File: config.mk
export PLATFORM = sky130hd
export DESIGN_NAME = home_event_arbiter
export DESIGN_NICKNAME = d
export VERILOG_FILES = /design/src/rtl/home_pkg.sv /design/src/rtl/rr_pick6.sv /design/src/rtl/home_event_arbiter.sv
export SDC_FILE = /design/constraint.sdc
export NUM_CORES = 1
export LEC_CHECK = 0
export BUFFER_PORTS_ARGS = -buffer_cell sky130_fd_sc_hd__buf_2
export CAP_MARGIN = 5
export CELL_PAD_IN_SITES_DETAIL_PLACEMENT = 2
export CELL_PAD_IN_SITES_GLOBAL_PLACEMENT = 2
export CORE_MARGIN = 2
export CORE_UTILIZATION = 35
export CTS_CLUSTER_SIZE = 14
export DETAILED_ROUTE_END_ITERATION = 7
export GPL_TIMING_DRIVEN = 0
export PLACE_DENSITY_LB_ADDON = 0.1
export SYNTH_ARGS = -nofsm -noshare
export SYNTH_HDL_FRONTEND = slang
export SYNTH_SLANG_ARGS = --single-unit
File: constraint.sdc
create_clock -name Clk -period 3.89 [get_ports Clk]
set_input_delay 0.778 -clock Clk [delete_from_list [all_inputs] [get_ports Clk]]
set_output_delay 0.778 -clock Clk [all_outputs]
set_load 0.01 [all_outputs]
File: src/rtl/home_pkg.sv
// Shared definitions for the home event arbiter: source indices, FSM states
// and the display code helper.
package home_pkg;

  localparam int unsigned NUM_SRC = 6;
  localparam int unsigned SRC_W   = 3;

  localparam logic [SRC_W-1:0] SRC_FDOOR  = 3'd0;
  localparam logic [SRC_W-1:0] SRC_RDOOR  = 3'd1;
  localparam logic [SRC_W-1:0] SRC_ALARM  = 3'd2;
  localparam logic [SRC_W-1:0] SRC_WINDOW = 3'd3;
  localparam logic [SRC_W-1:0] SRC_HEATER = 3'd4;
  localparam logic [SRC_W-1:0] SRC_COOLER = 3'd5;

  typedef enum logic {
    IDLE  = 1'b0,
    SERVE = 1'b1
  } state_t;

  // Display shows the granted source as index+1 so that 0 can mean idle
  function automatic logic [SRC_W-1:0] disp_code(input logic [SRC_W-1:0] idx);
    return SRC_W'(idx + SRC_W'(1));
  endfunction

endpackage

File: src/rtl/rr_pick6.sv
// Combinational round-robin selector over six requesters: searches upward
// from last+1, wrapping modulo six.
module rr_pick6
  import home_pkg::*;
(
  input  logic [NUM_SRC-1:0] i_pend,
  input  logic [SRC_W-1:0]   i_last,
  output logic               o_valid,
  output logic [SRC_W-1:0]   o_winner
);

  logic             w_found;
  logic [SRC_W:0]   w_sum;
  logic [SRC_W-1:0] w_idx;

  // First pending bit after the previous winner wins
  always_comb begin
    o_valid  = |i_pend;
    o_winner = '0;
    w_found  = 1'b0;
    w_sum    = '0;
    w_idx    = '0;
    for (int k = 1; k <= int'(NUM_SRC); k++) begin
      w_sum = {1'b0, i_last} + (SRC_W+1)'(k);
      if (w_sum >= (SRC_W+1)'(NUM_SRC)) begin
        w_sum = w_sum - (SRC_W+1)'(NUM_SRC);
      end
      w_idx = w_sum[SRC_W-1:0];
      if (!w_found && i_pend[w_idx]) begin
        o_winner = w_idx;
        w_found  = 1'b1;
      end
    end
  end

endmodule

File: src/rtl/home_event_arbiter.sv
// Home event arbiter: captures rising edges of six home event conditions as
// pending flags and grants the shared actuator/display group round-robin,
// one source at a time, for HOLD_CYCLES cycles with one idle cycle between.
// Optional build macro ALARM_PREEMPT_EN: a pending fire alarm aborts any
// other grant and is served immediately.
module home_event_arbiter
  import home_pkg::*;
#(
  parameter int unsigned HOLD_CYCLES = 4,
  parameter int unsigned T_LOW       = 50,
  parameter int unsigned T_HIGH      = 70
) (
  input  logic       Clk,
  input  logic       Rst,
  input  logic       SFD,
  input  logic       SRD,
  input  logic       SFA,
  input  logic       SW,
  input  logic [6:0] ST,
  output logic       fdoor,
  output logic       rdoor,
  output logic       alarmbuzz,
  output logic       winbuzz,
  output logic       heater,
  output logic       cooler,
  output logic [2:0] display,
  output logic       busy,
  output logic [5:0] pend
);

  localparam int unsigned CNT_W = 8;
  localparam logic [CNT_W-1:0] HOLD_LAST = CNT_W'(HOLD_CYCLES - 1);
  localparam logic [6:0] LP_T_LOW  = 7'(T_LOW);
  localparam logic [6:0] LP_T_HIGH = 7'(T_HIGH);
  localparam logic [NUM_SRC-1:0] ALARM_BIT = NUM_SRC'(1) << SRC_ALARM;

  state_t             r_state, w_state_nxt;
  logic [CNT_W-1:0]   r_cnt, w_cnt_nxt;
  logic [SRC_W-1:0]   r_last, w_last_nxt;
  logic [NUM_SRC-1:0] r_pend, r_req_prev;
  logic [NUM_SRC-1:0] r_act, w_act_nxt;
  logic [SRC_W-1:0]   r_disp, w_disp_nxt;
  logic               r_busy, w_busy_nxt;
  logic [NUM_SRC-1:0] w_req, w_edge, w_set, w_clr;
  logic               w_valid, w_preempt;
  logic [SRC_W-1:0]   w_winner;

  assign w_req  = {(ST > LP_T_HIGH), (ST < LP_T_LOW), SW, SFA, SRD, SFD};
  assign w_edge = w_req & ~r_req_prev;

`ifdef ALARM_PREEMPT_EN
  assign w_preempt = (r_state == SERVE) && (r_disp != disp_code(SRC_ALARM)) &&
                     (r_pend[SRC_ALARM] || w_edge[SRC_ALARM]);
`else
  assign w_preempt = 1'b0;
`endif

  rr_pick6 u_pick (
    .i_pend   (r_pend),
    .i_last   (r_last),
    .o_valid  (w_valid),
    .o_winner (w_winner)
  );

  // State, datapath and output registers
  always_ff @(posedge Clk) begin
    if (Rst) begin
      r_state    <= IDLE;
      r_cnt      <= '0;
      r_last     <= SRC_COOLER;
      r_pend     <= '0;
      r_req_prev <= '0;
      r_act      <= '0;
      r_disp     <= '0;
      r_busy     <= 1'b0;
    end else begin
      r_state    <= w_state_nxt;
      r_cnt      <= w_cnt_nxt;
      r_last     <= w_last_nxt;
      r_pend     <= (r_pend & ~w_clr) | w_set;
      r_req_prev <= w_req;
      r_act      <= w_act_nxt;
      r_disp     <= w_disp_nxt;
      r_busy     <= w_busy_nxt;
    end
  end

  // Next-state: leave IDLE on any pending source, leave SERVE when the hold expires
  always_comb begin
    w_state_nxt = r_state;
    case (r_state)
      IDLE:    if (w_valid) w_state_nxt = SERVE;
      SERVE:   if (!w_preempt && (r_cnt == '0)) w_state_nxt = IDLE;
      default: w_state_nxt = IDLE;
    endcase
  end

  // Next outputs, hold counter, last grant and pending set/clear masks
  always_comb begin
    w_act_nxt  = r_act;
    w_disp_nxt = r_disp;
    w_busy_nxt = r_busy;
    w_cnt_nxt  = r_cnt;
    w_last_nxt = r_last;
    w_clr      = '0;
    w_set      = w_edge;
    case (r_state)
      IDLE: begin
        if (w_valid) begin
          w_act_nxt  = NUM_SRC'(1) << w_winner;
          w_disp_nxt = disp_code(w_winner);
          w_busy_nxt = 1'b1;
          w_cnt_nxt  = HOLD_LAST;
          w_last_nxt = w_winner;
          w_clr      = NUM_SRC'(1) << w_winner;
        end else begin
          w_act_nxt  = '0;
          w_disp_nxt = '0;
          w_busy_nxt = 1'b0;
        end
      end
      SERVE: begin
        if (w_preempt) begin
          // Alarm takes over directly; its triggering edge is consumed by this grant
          w_act_nxt  = ALARM_BIT;
          w_disp_nxt = disp_code(SRC_ALARM);
          w_cnt_nxt  = HOLD_LAST;
          w_last_nxt = SRC_ALARM;
          w_clr      = ALARM_BIT;
          w_set      = w_edge & ~ALARM_BIT;
        end else if (r_cnt != '0) begin
          w_cnt_nxt = r_cnt - CNT_W'(1);
        end else begin
          w_act_nxt  = '0;
          w_disp_nxt = '0;
          w_busy_nxt = 1'b0;
        end
      end
      default: begin
        w_act_nxt  = '0;
        w_disp_nxt = '0;
        w_busy_nxt = 1'b0;
      end
    endcase
  end

  assign fdoor     = r_act[SRC_FDOOR];
  assign rdoor     = r_act[SRC_RDOOR];
  assign alarmbuzz = r_act[SRC_ALARM];
  assign winbuzz   = r_act[SRC_WINDOW];
  assign heater    = r_act[SRC_HEATER];
  assign cooler    = r_act[SRC_COOLER];
  assign display   = r_disp;
  assign busy      = r_busy;
  assign pend      = r_pend;

endmodule
==> impl_summary.log <==
INFO  metric worstSkewPairLatency = 0.29 ns
INFO  metric critical_path_class = flip-flop to flip-flop
INFO  metric layout-drive-gt1-share = 24.6%
INFO  metric cts-root-to-sink-buffers = 2
INFO  metric cts-root-buf = clkbuf_8
INFO  metric postSynthCellCount = 301
INFO  metric synth-edff-count = 0
INFO  metric detailed_route_vias_per_instance = 5.67
INFO  metric async_set_or_reset_register_ratio_after_synthesis = 0%
INFO  metric h-tree-depth = 2
INFO  metric holdCritPathClass = flip-flop to flip-flop
INFO  metric setup-violations-final = 0
INFO  metric postSynthRegisterBits = 34
INFO  metric place.gp.congestion = 0.852
INFO  metric cap_viol_max_count = 0
INFO  metric dieArea = 7780 µm²
INFO  metric antenna_cell_count = 0
INFO  metric drtPass1Iterations = 4
INFO  metric critPathCaptureType = flip-flop
INFO  metric synth_nets = 329
INFO  metric io_pins = 29
INFO  metric vias = 2485
INFO  metric initial_utilization = 36.3%
INFO  metric ys_types = 64
INFO  metric tritoncts_num_sinks = 34
INFO  metric proportion_of_synthesized_chip_area_in_sequential_cells = 27.4%
INFO  metric slew-limit-headroom = 60.9%
INFO  metric yosysTopAreaCell = dfxtp_1
INFO  metric grt_max_degree = 11
INFO  metric wire_length_of_the_first_global_routing_pass = 13.7 mm
INFO  metric routed_wire_length_per_instance = 19.6 µm
INFO  metric critical_path_required = 4.11 ns
INFO  metric clkSlewWorstSetupHoldPaths = 0.07 ns
INFO  metric synth_top_flop_cell = dfxtp_1
INFO  metric setup.reg_to_reg.worst_slack = 0.15 ns
INFO  metric aggregate_global_routing_overflow = 0
INFO  metric die_width = 88.2 µm
INFO  metric net_count_of_the_finished_layout = 369
INFO  metric numCtsBuffers = 5
INFO  metric largest_cells_by_area_after_synthesis = dfxtp_1 27%, ha_1 7.6%, a21oi_1 4.4%, nor2_1 4.1%, mux2i_1 2.8%
INFO  metric wirelength = 8.61 mm
INFO  metric post-synth-top-area-fraction = 27.4%
INFO  metric antenna_violations_before_repair = 0
INFO  metric count_of_final_hold_check_violations = 0
INFO  metric min_period = 3.74 ns
INFO  metric globalRouteMet2Util = 42.2%
INFO  metric ys_warn_count = 0
INFO  metric number_of_violations_reported_at_the_end_of_detailed_routing_iteration_0 = 53
INFO  metric drc_errors = 0
INFO  metric run_status = completed
INFO  metric dp_hpwl = 6.14 mm
INFO  metric path_max_fanout = 10
INFO  metric grt_pass1_vias = 2606
INFO  metric finalSetupTns = 0 ns
INFO  metric met3_usage = 2.73%
INFO  metric layout-area-overhead-vs-synth = 19.1%
INFO  metric count_of_nets_left_with_antenna_violations_after_detail_routing = 0
INFO  metric grt_util_met1 = 28.6%
INFO  metric post_synth_most_frequent_cells = 34 x dfxtp_1, 27 x nor2_1, 22 x a21oi_1, 18 x nand2_1
INFO  metric synth_most_common_cell = dfxtp_1
INFO  metric timing.critical_path.arrival = 3.95 ns
INFO  metric tritoncts_clock_tree = built
INFO  metric row_count = 30
INFO  metric finalMaxSlewViolations = 0
INFO  metric grtUsageTotal = 22.8%
INFO  metric skew = 0.00281 ns
INFO  metric startpoint_class = flip-flop
INFO  metric synth.cell_area = 2480 µm²
INFO  metric post-route-period-util = 96.0%
INFO  metric post-route-util = 43.2%
INFO  metric die-height = 88.2 µm
INFO  metric port_buffers = 27
INFO  metric worst_slew_pin_slew = 0.582 ns
INFO  metric syn_area_per_cell = 8.24 µm²
INFO  metric grt.busiest_layer = met2
INFO  metric fmax_achieved = 268 MHz
INFO  metric coreArea = 6830 µm²
==> sequential cells by signal, indices dropped and copies added, names as in the netlist <==
| name | flops |
|---|---|
| r_last | 3 |
| display | 3 |
| r_act | 6 |
| r_req_prev | 6 |
| pend | 6 |
| r_state | 1 |
| busy | 1 |
| r_cnt | 8 |
==> final timing paths <==
path,start,endpoint,cells after the start
hold / removal,r_act[0]$_SDFFE_PP0P_,r_act[0]$_SDFFE_PP0P_,2
hold reg to reg,r_act[0]$_SDFFE_PP0P_,r_act[0]$_SDFFE_PP0P_,2
setup reg to reg,r_last[0]$_SDFFE_PP1P_,pend[3]$_SDFF_PP0_,18
setup / recovery,r_last[0]$_SDFFE_PP1P_,pend[3]$_SDFF_PP0_,18
==> cells by family (layout without fill, tap and decap cells) <==
logic type               count (synthesis)  after routing  share of synthesized area (%)
AO/OA/AOI/OAI                           85             85                           25.2
adder cells (fa/ha/maj)                 15             15                           7.56
multiplexers                            13             13                           5.85
flip-flops                              34             34                           27.4
XOR/XNOR                                 9              9                           3.18
AND/OR/NAND/NOR                        111            111                           24.1
buffers and inverters                   34             75                           6.76
==> layout make-up <==
class                   instances  area (µm²)
well taps                      96         120
repair buffers                 35         195
fillers                       827        3880
clock buffers                   8         110
plain buffers                  15         100
multi-input cells             233        1670
inverters                      17        71.3
flip-flops and latches         34         683
==> per-stage QoR <==
step	hold WS [ns]	instance area, µm²	instances	setup slack (ns)
after floorplan	0.446	2480	301	0.594
after global placement	0.446	2740	424	-0.211
after detailed placement	0.451	2740	424	-0.229
after CTS	0.462	2870	433	0.00199
after global routing	0.494	2950	438	-0.0322
final	0.460	2950	438	0.154
==> layout by cell type, fill, tap and decap left out, drive strengths merged, types with 6 or more instances in the layout <==
cell type and instances:
nand2 18, clkbuf 16, xnor2 6, a31oi 6, mux2i 7, inv 15, and3 6, a21oi 22
buf 42, nor2b 7, nand3 9, nor3 14, mux2 6, o21ai 11, nor2 27, ha 15
dfxtp 34, a211oi 7
==> routing by layer <==
metal  up-vias  part of all wire (%)
met2        32                    51
li1       1194                     -
met5         -                     0
met1      1254                    47
met3         5                   2.1
met4         0                  0.81
==> critical path: stages (launching register included) <==
cell      delay, ns
dfxtp_2        0.39
buf_6          0.18
buf_6          0.17
inv_2          0.09
ha_1           0.28
buf_2          0.20
clkbuf_4       0.25
nand2_1        0.09
a211oi_2       0.26
nor3b_2        0.10
buf_4          0.15
a21o_1         0.20
a211oi_4       0.36
inv_1          0.14
ha_1           0.22
ha_1           0.21
inv_1          0.06
o21ai_0        0.08
a21oi_1        0.19
==> timing repair <==
| action | 4_1_cts | 5_1_grt |
|---|---|---|
| hold buffers | 0 | 0 |
| endpoints found under the setup margin | 10 | 10 |
| setup buffers | 1 | 7 |
| gates resized for setup | 4 | 12 |
| pin swaps | 1 | 3 |
| hold endpoints to repair | 0 | 0 |
Power is not shown: default switching activity piles up to over one toggle a cycle in this logic, so the estimate is an artifact.
